`src/rtl/fight_pkg.sv`:
```
// Shared fight definitions: attack codes, sequencer phase encodings and game-state values.
// Used by attack_sequencer and by HealthManagement.
package fight_pkg;

    localparam logic [1:0] ATK_NONE  = 2'b00;
    localparam logic [1:0] ATK_LIGHT = 2'b01;
    localparam logic [1:0] ATK_HEAVY = 2'b10;

    localparam logic [1:0] GS_FIGHT  = 2'b00;

    localparam int CNT_W = 6;

    typedef enum logic [2:0] {
        PH_IDLE     = 3'd0,
        PH_STARTUP  = 3'd1,
        PH_ACTIVE   = 3'd2,
        PH_RECOVERY = 3'd3,
        PH_STUN     = 3'd4
    } phase_t;

    // Terminal count for a phase of n frames; a zero-length phase still lasts one frame.
    function automatic logic [CNT_W-1:0] last_count(input int unsigned n);
        return (n == 0) ? '0 : CNT_W'(n - 1);
    endfunction

endpackage

```
`src/rtl/btn_edge_sync.sv`:
```
// Two-flop synchronizer for an asynchronous button plus a one-clock rising-edge pulse.
module btn_edge_sync (
    input  logic clk,
    input  logic reset,
    input  logic btn,
    output logic rise
);

    logic meta;
    logic sync;
    logic prev;

    always_ff @(posedge clk or negedge reset) begin
        if (!reset) begin
            meta <= 1'b0;
            sync <= 1'b0;
            prev <= 1'b0;
        end else begin
            meta <= btn;
            sync <= meta;
            prev <= sync;
        end
    end

    assign rise = sync & ~prev;

endmodule

```
`src/rtl/attack_sequencer.sv`:
```
// Per-player attack sequencer: button edges -> startup/active/recovery phases counted in frames,
// with a single attack_state pulse per landed attack. Define ATTACK_BUFFER_EN for a one-deep press buffer.
module attack_sequencer
    import fight_pkg::*;
#(
    parameter int unsigned LIGHT_STARTUP  = 2,
    parameter int unsigned LIGHT_ACTIVE   = 3,
    parameter int unsigned LIGHT_RECOVERY = 4,
    parameter int unsigned HEAVY_STARTUP  = 5,
    parameter int unsigned HEAVY_ACTIVE   = 4,
    parameter int unsigned HEAVY_RECOVERY = 10,
    parameter int unsigned STUN_FRAMES    = 8
) (
    input  logic       clk,
    input  logic       reset,
    input  logic       frame_tick,
    input  logic       btn_light,
    input  logic       btn_heavy,
    input  logic       hit_range,
    input  logic       got_hit,
    input  logic [1:0] game_state,
    output logic [1:0] attack_state,
    output logic [2:0] phase,
    output logic       busy
);

    logic light_rise;
    logic heavy_rise;

    btn_edge_sync u_light_sync (
        .clk   (clk),
        .reset (reset),
        .btn   (btn_light),
        .rise  (light_rise)
    );

    btn_edge_sync u_heavy_sync (
        .clk   (clk),
        .reset (reset),
        .btn   (btn_heavy),
        .rise  (heavy_rise)
    );

    phase_t           phase_q,  phase_n;
    logic [CNT_W-1:0] cnt_q,    cnt_n;
    logic [CNT_W-1:0] last_cnt;
    logic [1:0]       kind_q,   kind_n;
    logic [1:0]       atk_q,    atk_n;
    logic             landed_q, landed_n;
`ifdef ATTACK_BUFFER_EN
    logic [1:0]       pend_q,   pend_n;
`endif

    always_comb begin
        last_cnt = '0;
        case (phase_q)
            PH_STARTUP:  last_cnt = (kind_q == ATK_HEAVY) ? last_count(HEAVY_STARTUP)
                                                          : last_count(LIGHT_STARTUP);
            PH_ACTIVE:   last_cnt = (kind_q == ATK_HEAVY) ? last_count(HEAVY_ACTIVE)
                                                          : last_count(LIGHT_ACTIVE);
            PH_RECOVERY: last_cnt = (kind_q == ATK_HEAVY) ? last_count(HEAVY_RECOVERY)
                                                          : last_count(LIGHT_RECOVERY);
            PH_STUN:     last_cnt = last_count(STUN_FRAMES);
            default:     last_cnt = '0;
        endcase
    end

    always_comb begin
        phase_n  = phase_q;
        cnt_n    = cnt_q;
        kind_n   = kind_q;
        landed_n = landed_q;
        atk_n    = ATK_NONE;
`ifdef ATTACK_BUFFER_EN
        pend_n   = pend_q;
`endif
        if (game_state != GS_FIGHT) begin
            phase_n  = PH_IDLE;
            cnt_n    = '0;
            kind_n   = ATK_NONE;
            landed_n = 1'b0;
`ifdef ATTACK_BUFFER_EN
            pend_n   = ATK_NONE;
`endif
        end else if (got_hit) begin
            // Entering (or re-entering) STUN restarts the count and drops any due pulse.
            phase_n  = PH_STUN;
            cnt_n    = '0;
            kind_n   = ATK_NONE;
            landed_n = 1'b0;
`ifdef ATTACK_BUFFER_EN
            pend_n   = ATK_NONE;
`endif
        end else begin
            if (phase_q == PH_ACTIVE && hit_range && !landed_q) begin
                atk_n    = kind_q;
                landed_n = 1'b1;
            end
`ifdef ATTACK_BUFFER_EN
            if (phase_q == PH_RECOVERY) begin
                if (heavy_rise)
                    pend_n = ATK_HEAVY;
                else if (light_rise && pend_q != ATK_HEAVY)
                    pend_n = ATK_LIGHT;
            end
`endif
            case (phase_q)
                PH_IDLE: begin
                    if (heavy_rise || light_rise) begin
                        phase_n  = PH_STARTUP;
                        cnt_n    = '0;
                        kind_n   = heavy_rise ? ATK_HEAVY : ATK_LIGHT;
                        landed_n = 1'b0;
                    end
                end
                default: begin
                    if (frame_tick) begin
                        if (cnt_q == last_cnt) begin
                            cnt_n = '0;
                            case (phase_q)
                                PH_STARTUP:  phase_n = PH_ACTIVE;
                                PH_ACTIVE:   phase_n = PH_RECOVERY;
                                PH_RECOVERY: begin
                                    phase_n = PH_IDLE;
                                    kind_n  = ATK_NONE;
`ifdef ATTACK_BUFFER_EN
                                    if (pend_n != ATK_NONE) begin
                                        phase_n  = PH_STARTUP;
                                        kind_n   = pend_n;
                                        landed_n = 1'b0;
                                        pend_n   = ATK_NONE;
                                    end
`endif
                                end
                                default:     phase_n = PH_IDLE;
                            endcase
                        end else begin
                            cnt_n = cnt_q + 1'b1;
                        end
                    end
                end
            endcase
        end
    end

    always_ff @(posedge clk or negedge reset) begin
        if (!reset) begin
            phase_q  <= PH_IDLE;
            cnt_q    <= '0;
            kind_q   <= ATK_NONE;
            atk_q    <= ATK_NONE;
            landed_q <= 1'b0;
`ifdef ATTACK_BUFFER_EN
            pend_q   <= ATK_NONE;
`endif
        end else begin
            phase_q  <= phase_n;
            cnt_q    <= cnt_n;
            kind_q   <= kind_n;
            atk_q    <= atk_n;
            landed_q <= landed_n;
`ifdef ATTACK_BUFFER_EN
            pend_q   <= pend_n;
`endif
        end
    end

    assign attack_state = atk_q;
    assign phase        = phase_q;
    assign busy         = (phase_q != PH_IDLE);

endmodule

```
`config.mk`:
```
export PLATFORM = sky130hd
export DESIGN_NAME = attack_sequencer
export DESIGN_NICKNAME = d
export VERILOG_FILES = /design/src/rtl/fight_pkg.sv /design/src/rtl/btn_edge_sync.sv /design/src/rtl/attack_sequencer.sv
export SDC_FILE = /design/constraint.sdc
export NUM_CORES = 1
export LEC_CHECK = 0
export CAP_MARGIN = 30
export CORE_UTILIZATION = 60
export CTS_BUF_LIST = sky130_fd_sc_hd__clkbuf_2
export CTS_CLUSTER_SIZE = 30
export DETAILED_ROUTE_END_ITERATION = 12
export PLACE_DENSITY = 0.95
export REMOVE_ABC_BUFFERS = 1
export SKIP_CTS_REPAIR_TIMING = 1
export SLEW_MARGIN = 20
export SYNTH_ARGS = -nofsm -noshare
export SYNTH_HDL_FRONTEND = slang
export SYNTH_HIERARCHICAL = 1
export SYNTH_SLANG_ARGS = --single-unit
```
`constraint.sdc`:
```
create_clock -name clk -period 3.1 [get_ports clk]
set_input_delay 0.31 -clock clk [delete_from_list [all_inputs] [get_ports clk]]
set_output_delay 0.31 -clock clk [all_outputs]
set_load 0.01 [all_outputs]
```
======== Word level (Yosys, flattened, before mapping) ========
Index checks and enable logic that the tools add are counted.
word-level totals
  output and inout bits ................... 6
  input port bits ......................... 9
  flip-flop bits (word level) ............. 20
  word-level logic and storage cells ...... 69
operators by class
  bitwise gates (word level) .............. 4
  $add $sub $neg .......................... 1
  eq/ne operators ......................... 7
  mux-type cells .......................... 33
  reductions and logical operators ........ 13
operator list
  kind                 number
  $mux 6               6
  $mux 2               11
  $mux 3               7
  $pmux 4 s4           1
  $reduce_bool 4->1    3
  $add 6x1->6 const B  1
  $eq 3x2->1 const B   2
  $eq 6x6->1           1
  $mux 1               6
  $mux 4               1
  $ne 4x4->1 const B   1
  $pmux 2 s2           1
  $reduce_and 4->1     1
  $eq 3x1->1 const B   1
  $eq 3x3->1 const B   1
  $logic_not 3->1      1
  $reduce_and 3->1     1
  $reduce_bool 3->1    1
  $and 1x1->1          2
  $eq 2x2->1 const B   1
  $logic_and 1x1->1    2
  $not 1->1            2
  $reduce_and 2->1     1
  $reduce_bool 2->1    1
  other kinds (2)      2

======== Depth between registers and ports, before layout ========
Gate-level depths: netlist of the first run.
  depth after elaboration ................. 9
  mapped depth ............................ 7
  depth with buffers taken out ............ 7

======== Modules after synthesis ========
Netlist of the first run, hierarchy kept.
modules (own cells, without submodules)
  module            times used  cells an instance  area each (um^2)  sequential area each (um^2)
  attack_sequencer  1           121                972.2             350.3
  btn_edge_sync     2           4                  88.8              75.1

======== Worst setup path before layout of the first run ========
No wires, ideal clock.
  path kind ............................... register to register
  start ................................... reg phase_q[1] (netlist: phase[1])
  end ..................................... reg kind_q[1]
  data required time ...................... 2,970 ps
  stages on the path, launching flop included .. 8
  path buffers ............................ 2
  data arrival time ....................... 1,904 ps
  path slack .............................. 1,066 ps
  period minus slack after synthesis ...... 2,034 ps
  library setup time ...................... 130 ps
  cell sequence ........................... dfrtp_1 -> clkbuf_1 -> nor3_1 -> mux2_2 -> and2_1 -> clkbuf_1 -> a32oi_1 -> o21ai_0
on the way
  cells in the longest elaborated chain, start to end .. 5
  elaborated cells between the ends (all ways) .. 15
  classes of those cells .................. eq/ne (6); mux (4); reduce/logical (5)
ends and longest elaborated chain
  element                             RTL line                 RTL
  from (decl)                         attack_sequencer.sv:44   phase_t phase_q, phase_n;
  from (signal assigned)              attack_sequencer.sv:157  phase_q <= phase_n;
  $eq 3x3->1 (tied with other cells)  attack_sequencer.sv:56   case (phase_q)
  $pmux 4 s4                          attack_sequencer.sv:56
  $eq 6x6->1                          attack_sequencer.sv:118  if (cnt_q == last_cnt) begin
  $reduce_bool 4->1 (no source line)  --
  $reduce_and 4->1 (no source line)   --
  to (signal assigned)                attack_sequencer.sv:159  kind_q <= kind_n;
  to (decl)                           attack_sequencer.sv:47   logic [1:0] kind_q, kind_n;
Parallel ways exist; a longest one is shown, timed or not.
A chain may end at the register's enable or synchronous reset.

======== Worst setup path after layout of the first run ========
  start ................................... reg phase_q[1] (netlist: phase[1])
  end ..................................... out busy
on the way
  cells in the longest elaborated chain, start to end .. 1
ends and longest elaborated chain
  element            RTL line                 RTL
  $reduce_bool 3->1  attack_sequencer.sv:170  assign busy = (phase_q != PH_IDLE);
  to (decl)          attack_sequencer.sv:24   output logic busy
No other way between the ends.

==> results of run 1 <==
synth_stat cells, types with 2 or more instances:
library cell / n / share of area
inv_1: 4 / 0.013
clkbuf_1: 6 / 0.020
o21ai_0: 6 / 0.026
a211o_1: 3 / 0.023
nor2b_4: 2 / 0.024
and2_1: 3 / 0.016
nand3b_1: 3 / 0.020
nor3_1: 5 / 0.022
nand3_1: 11 / 0.048
nand2_1: 12 / 0.039
nand4b_1: 2 / 0.015
dfrtp_1: 20 / 0.44
a21o_1: 2 / 0.013
a21oi_1: 9 / 0.039
nor2_1: 13 / 0.042
a31oi_1: 2 / 0.011
registers in the layout, indices dropped and copies added, names as in the netlist, 2 cells and up:
register	flops
kind_q	2
cnt_q	6
phase	3
attack_state	2
placed cells by master, fill, tap and decap left out, types with 3 or more instances in the layout:
| cell type | count |
|---|---|
| a211o_1 | 3 |
| a21oi_1 | 9 |
| and2_1 | 3 |
| clkbuf_2 | 3 |
| clkdlybuf4s50_1 | 14 |
| dfrtp_1 | 20 |
| inv_1 | 4 |
| nand2_1 | 12 |
| nand3_1 | 11 |
| nand3b_1 | 3 |
| nor2_1 | 13 |
| nor3_1 | 5 |
| o21ai_0 | 6 |
worst reg2reg max path: cells and delay by family (launching register included):
family | cells | cell delay, ns
buffers and inverters | 1 | 0.09
AOI/OAI and AO/OA | 3 | 0.89
DFF | 1 | 0.58
and+or+nand+nor | 2 | 0.65
worst paths after layout:
check,depth (start not counted),from,slack [ns],to
max,3,phase[1],0.70,busy
min,1,reset,0.28,cnt_q[1]
max reg2reg,6,phase[0],0.83,phase[0]
min reg2reg,0,u_heavy_sync/meta,0.37,u_heavy_sync/sync
max in group asynchronous,2,reset,2.39,u_heavy_sync/sync
min in group clk,0,u_heavy_sync/meta,0.37,u_heavy_sync/sync
layout make-up:
type,count,area share
Tap cell,25,0.0237
Multi-Input combinational cell,97,0.453
Timing Repair Buffer,15,0.118
Inverter,5,0.0142
Sequential cell,20,0.380
Clock buffer,3,0.0114
power groups by stage:
stage                     clock network (W)   logic, W  registers (W)
final                              0.000101  0.0000686       0.000274
after global routing               0.000114  0.0000743       0.000275
after CTS                          0.000106  0.0000659       0.000274
after detailed placement                  0  0.0000658       0.000279
after global placement                    0  0.0000639       0.000278
after floorplan                           0  0.0000350       0.000278
stage by stage:
step | power (W) | std cells | setup slack (ns) | utilization | hold slack (ns)
finish | 0.000444 | 165 | 0.696 | 0.747 | 0.279
global route | 0.000464 | 165 | 0.583 | 0.747 | 0.282
CTS | 0.000446 | 164 | 0.707 | 0.738 | 0.372
floorplan | 0.000313 | 122 | 1.07 | - | 0.0144
detailed placement | 0.000345 | 161 | 0.867 | 0.730 | 0.336
global placement | 0.000342 | 161 | 0.912 | 0.730 | 0.332
cell families (layout without fill, tap and decap cells):
family | Yosys count | after routing | synth area share
flops | 20 | 20 | 0.435
fa+ha+maj | 1 | 1 | 0.0109
mux | 2 | 2 | 0.0185
xor+xnor | 1 | 1 | 0.00762
compound gates | 31 | 31 | 0.185
buf+inv | 12 | 23 | 0.0457
simple gates | 62 | 62 | 0.297
layer usage:
layer / part of all wire / routed length [µm]
met5: 0 / 0
met4: 0.014 / 36
met3: 0.069 / 182
met2: 0.52 / 1380
met1: 0.40 / 1050
==> key figures, run 1 <==
Power
  • Clk network pwr share: 0.228
  • P_sw: 0.000120 W
  • Maximum VDD drop: roughly 0.24 mV
  • Pint: 0.000325 W
  • Switching share of total power: 0.269
  • PwrDens: about 340 nW/µm²
  • Combinational power share: 0.154
  • Leakage power: 0.557 nW
  • Seq pwr share: 0.618

Yosys
  • Sequential fraction of the synthesis area: 0.435
  • Synth warn: 6
  • Synthesized area: approximately 1100 µm²
  • Top_reg_cell synth: dfrtp_1
  • Flops & latches, synth: 20
  • EDFF count, synth: 0
  • Ys async rst share: 1.00
  • Avg Cell Area, Syn: roughly 8.9 µm²
  • Netlist cell types: 42
  • Synth Instances: 129

Setup path
  • Crit-path slowest cell: dfrtp_1
  • WP data arrival: 2.09 ns
  • CP Data Required Time: approximately 2.8 ns
  • CP top delay family: buffers and inverters
  • CP max stage delay: 0.56 ns
  • Critical-path cell list: nor3_1 -> inv_1 -> clkdlybuf4s50_1
  • CP bufs+invs: 2
  • Crit. End Element: output pin
  • Max Fanout on Critical Path: 15
  • Crit path kind: reg -> out
  • Startpoint types: flop

Clock tree
  • Clock transition at path regs: ~0.17 ns
  • Clock sinks: 20
  • Clock root cell: clkbuf_2
  • Depth of the CTS H-tree: 1
  • CTS max path bufs: 2
  • Worst-Skew Late Latency: between 0.3 and 0.4 ns
  • CTS tree: built
  • Num CTS Buffers: 3

Final layout
  • Fillers: between 100 and 150
  • Area of the multi-input gates: around 600 µm²
  • FF+latch area: 500 µm²
  • Share of cells above drive strength 1: 0.0714
  • Layout Area Growth over Synthesis: 14.6%
  • Final Cell Area: between 1000 and 1500 µm²
  • # nets final: around 150
  • Antenna cells: 0

Placed design
  • Post-DP Area: approximately 1300 µm²
  • Global placement routability congestion: ~0.9
  • Post-DP HPWL: between 1500 and 2000 µm
  • IO Port Bufs: 14

Global route
  • Initial antenna violation count: 0
  • Global-route wire length before repair: 4400 µm
  • M1 GR Usage: 0.367
  • Remaining Overflow, GRT: 0
  • GR Util met2: 0.500
  • Largest net degree at the start of global routing: 21
  • Grt met3 use: 0.0714
  • Vias in the first global route: 1011
  • GR peak layer: met2
  • All-Layer GR Usage: 0.302

Floorplan
  • Initial core utilization: 0.652
  • Die area: about 2100 µm²
  • Die Y: roughly 46 µm
  • IO Count: 15
  • CORE AREA: 1760 µm²
  • Die X: approximately 46 µm
  • Row count: 15

Route
  • Vias: 1070
  • Iteration-0 DRC Markers: 32
  • Antenna-violating nets left: 0
  • Wire length per cell: about 16 µm
  • WL final: 2650 µm
  • Vias per cell: between 6 and 7
  • Drc violations: 0
  • Drt pass-1 iters: 4

Timing
  • Achievable Freq: a little over 400 MHz
  • Max-slew headroom: 0.655
  • Setup tns final: 0 ns
  • Crit share post-route: 0.775
  • Slew @ Worst Pin: a little over 0.5 ns
  • RSZ-0062 raised after global routing: no
  • Final Max Slew Viols: 0
  • Crit path time final: around 2.4 ns
  • # setup viols final: 0
  • Max Clock Skew: approximately 0.0036 ns
  • Final Hold Violating Endpoints: 0

Run status
  • Status: finished clean

Worst hold path
  • Hold crit path type: in -> async

Job
  • Max Cap Viol: 0
No activity file was read; power rests on OpenSTA's default activity.
==> run 2: changes to the inputs <==
Settings changed: CORE_UTILIZATION 60 to 56, PLACE_DENSITY 0.95 to 0.9.
Clock period 3.1 ns to 2.4 ns, I/O delays scaled along.
==> run 2 against run 1 <==
Register-to-register slack got worse by 0.66 ns. First-iteration DRC count increased by 59%. Clock skew decreased by 0.0030 ns. Setup slack got worse by 0.52 ns. Cell count increased by 4.8%. Non-clock buffer count increased by 5. Flip-flop and latch count unchanged. Final area increased by 2.8%. Critical endpoint is now phase[0]. Largest cell class unchanged.
==> key figures, run 2 (synthesis results as in run 1) <==
Floorplan
  • Die area: 2240 µm² (+6.8%)
  • Initial core utilization: 0.592 (-0.0596)
  • IO Count: 15 (unchanged)
  • Row count: 16 (+1)
  • CORE AREA: 1940 µm² (+10%)
  • Die Y: 47.3 µm (+3.4%)
  • Die X: 47.3 µm (+3.4%)

Setup path
  • Critical-path cell list: nand3b_1 -> or4b_1 -> a31o_1 -> a211oi_4 -> nand3_1 -> a31oi_1
  • CP top delay family: compound AO/OA/AOI/OAI gates
  • Critical path depth: 6 (+3)
  • CP max stage delay: 0.47 ns (-0.09 ns)
  • Critical path origin: kind_q[0]
  • Worst reg-to-reg path cell count: 6 (unchanged)
  • Crit. End Element: flop
  • FF-to-FF End: phase[0]
  • Crit-path slowest cell: dfrtp_1
  • WP data arrival: 2.48 ns (+0.39 ns)
  • Crit path kind: reg -> reg
  • CP bufs+invs: 0 (-2)
  • Reg2reg start: kind_q[0]
  • Max Fanout on Critical Path: 8 (-7)
  • Reg2reg setup slack: 0.17 ns (-0.66 ns)
  • CP Capture Point: phase[0]
  • CP Data Required Time: 2.65 ns (-0.14 ns)
  • Startpoint types: flop

Final layout
  • Most frequent cells in the layout: dfrtp_1 (19), clkdlybuf4s50_1 (14), nor2_1 (13)
  • Largest register by flop count: cnt_q
  • Final Cell Area: 1360 µm² (+2.8%)
  • Max reg flops: 6 (unchanged)
  • Antenna cells: 0 (unchanged)
  • Share of cells above drive strength 1: 0.110 (+0.0382)
  • Post-Layout Cell Count: 173 (+4.8%)
  • Most common cell after layout, fill and taps aside: dfrtp_1
  • # nets final: 157 (+3.3%)
  • Layout Area Growth over Synthesis: 17.8%

Route
  • Vias per cell: 6.32 (-2.5%)
  • Drc violations: 0 (unchanged)
  • Drt pass-1 iters: 4 (unchanged)
  • Vias: 1094 (+2.2%)
  • Iteration-0 DRC Markers: 51 (+59%)
  • Antenna-violating nets left: 0 (unchanged)
  • WL final: 2650 µm (-0.11%)
  • Wire length per cell: 15.3 µm (-4.7%)

Power
  • Leakage power: 0.579 nW (+3.9%)
  • Maximum VDD drop: 0.345 mV (+44%)
  • PwrDens: 434 nW/µm² (+29%)

Clock tree
  • Clock sinks: 20 (unchanged)
  • Num CTS Buffers: 3 (unchanged)
  • Clock root cell: clkbuf_2
  • CTS tree: built
  • Depth of the CTS H-tree: 1 (unchanged)
  • CTS max path bufs: 2 (unchanged)
  • Worst-Skew Late Latency: 0.32 ns (about the same)
  • Clock transition at path regs: 0.18 ns (about the same)

Timing
  • Worst setup margin: 0.175 ns (-0.522 ns)
  • RSZ-0062 raised after global routing: no
  • Final Hold Violating Endpoints: 0 (unchanged)
  • Hold Slack: 0.221 ns (-0.0573 ns)
  • Slew @ Worst Pin: 0.447 ns (-0.0574 ns)
  • # setup viols final: 0 (unchanged)
  • Max Clock Skew: 0.000583 ns (-0.00298 ns)
  • Max-slew headroom: 0.694 (+0.0393)
  • Final Max Slew Viols: 0 (unchanged)
  • Setup tns final: 0 ns (unchanged)
  • Crit path time final: 2.23 ns
  • Achievable Freq: approximately 450 MHz
  • Crit share post-route: 0.927

Placed design
  • Post-Place Setup Slack: 0.165 ns (-0.702 ns)
  • Post-DP Area: 1340 µm² (+3.7%)
  • Post-DP HPWL: 2010 µm (+4.6%)
  • IO Port Bufs: 14 (unchanged)
  • Placed insts: 169 (+5.0%)
  • Global placement routability congestion: 0.887 (+0.94%)

Global route
  • All-Layer GR Usage: 0.261 (-0.0405)
  • Vias in the first global route: 945 (-6.5%)
  • Largest net degree at the start of global routing: 21 (unchanged)
  • Initial antenna violation count: 0 (unchanged)
  • Global-route wire length before repair: 4020 µm (-8.6%)
  • Remaining Overflow, GRT: 0 (unchanged)

Run status
  • Status: finished clean

Worst hold path
  • Hold crit path type: in -> async

Job
  • Max Cap Viol: 0 (unchanged)
==> run 2: cell count changes in the layout (fill, tap and decap cells not counted), sizes merged <==
cell    change
buf         +5
clkinv      +1
==> run 2: metal layers <==
layer	routed length, µm	track usage	up-vias
li1	-	-	498
met1	1050	0.328	523
met2	1300	0.458	64
met3	235	0.0231	9
met4	70	0.109	0
met5	0	0	-
==> run 2: power by group <==
group          switching (W)  internal [W]   total, W
clock               0.000104     0.0000362   0.000140
combinational      0.0000500     0.0000436  0.0000936
sequential        0.00000934      0.000345   0.000354
==> run 2: stage by stage <==
stage                     total power, W   util
final                           0.000588  0.698
after global routing            0.000609  0.698
after CTS                       0.000585  0.697
after detailed placement        0.000452  0.688
after global placement          0.000449  0.688
after floorplan                 0.000404      -
==> run 2: layout make-up <==
| type | instances | area (µm²) |
|---|---|---|
| inverters | 5 | 18.8 |
| flip-flops and latches | 20 | 502 |
| clock buffers | 3 | 15.0 |
| clock inverters | 1 | 3.75 |
| repair buffers | 20 | 185 |
| fillers | 161 | 587 |
| multi-input cells | 97 | 597 |
| well taps | 27 | 33.8 |
==> run 2: worst min path at each step <==
stage                                   end  cells after the start
after global placement    u_heavy_sync/sync                      0
after global routing      u_heavy_sync/prev                      2
after floorplan             attack_state[0]                      0
after CTS                          landed_q                      2
final                     u_heavy_sync/prev                      2
after detailed placement  u_heavy_sync/sync                      0
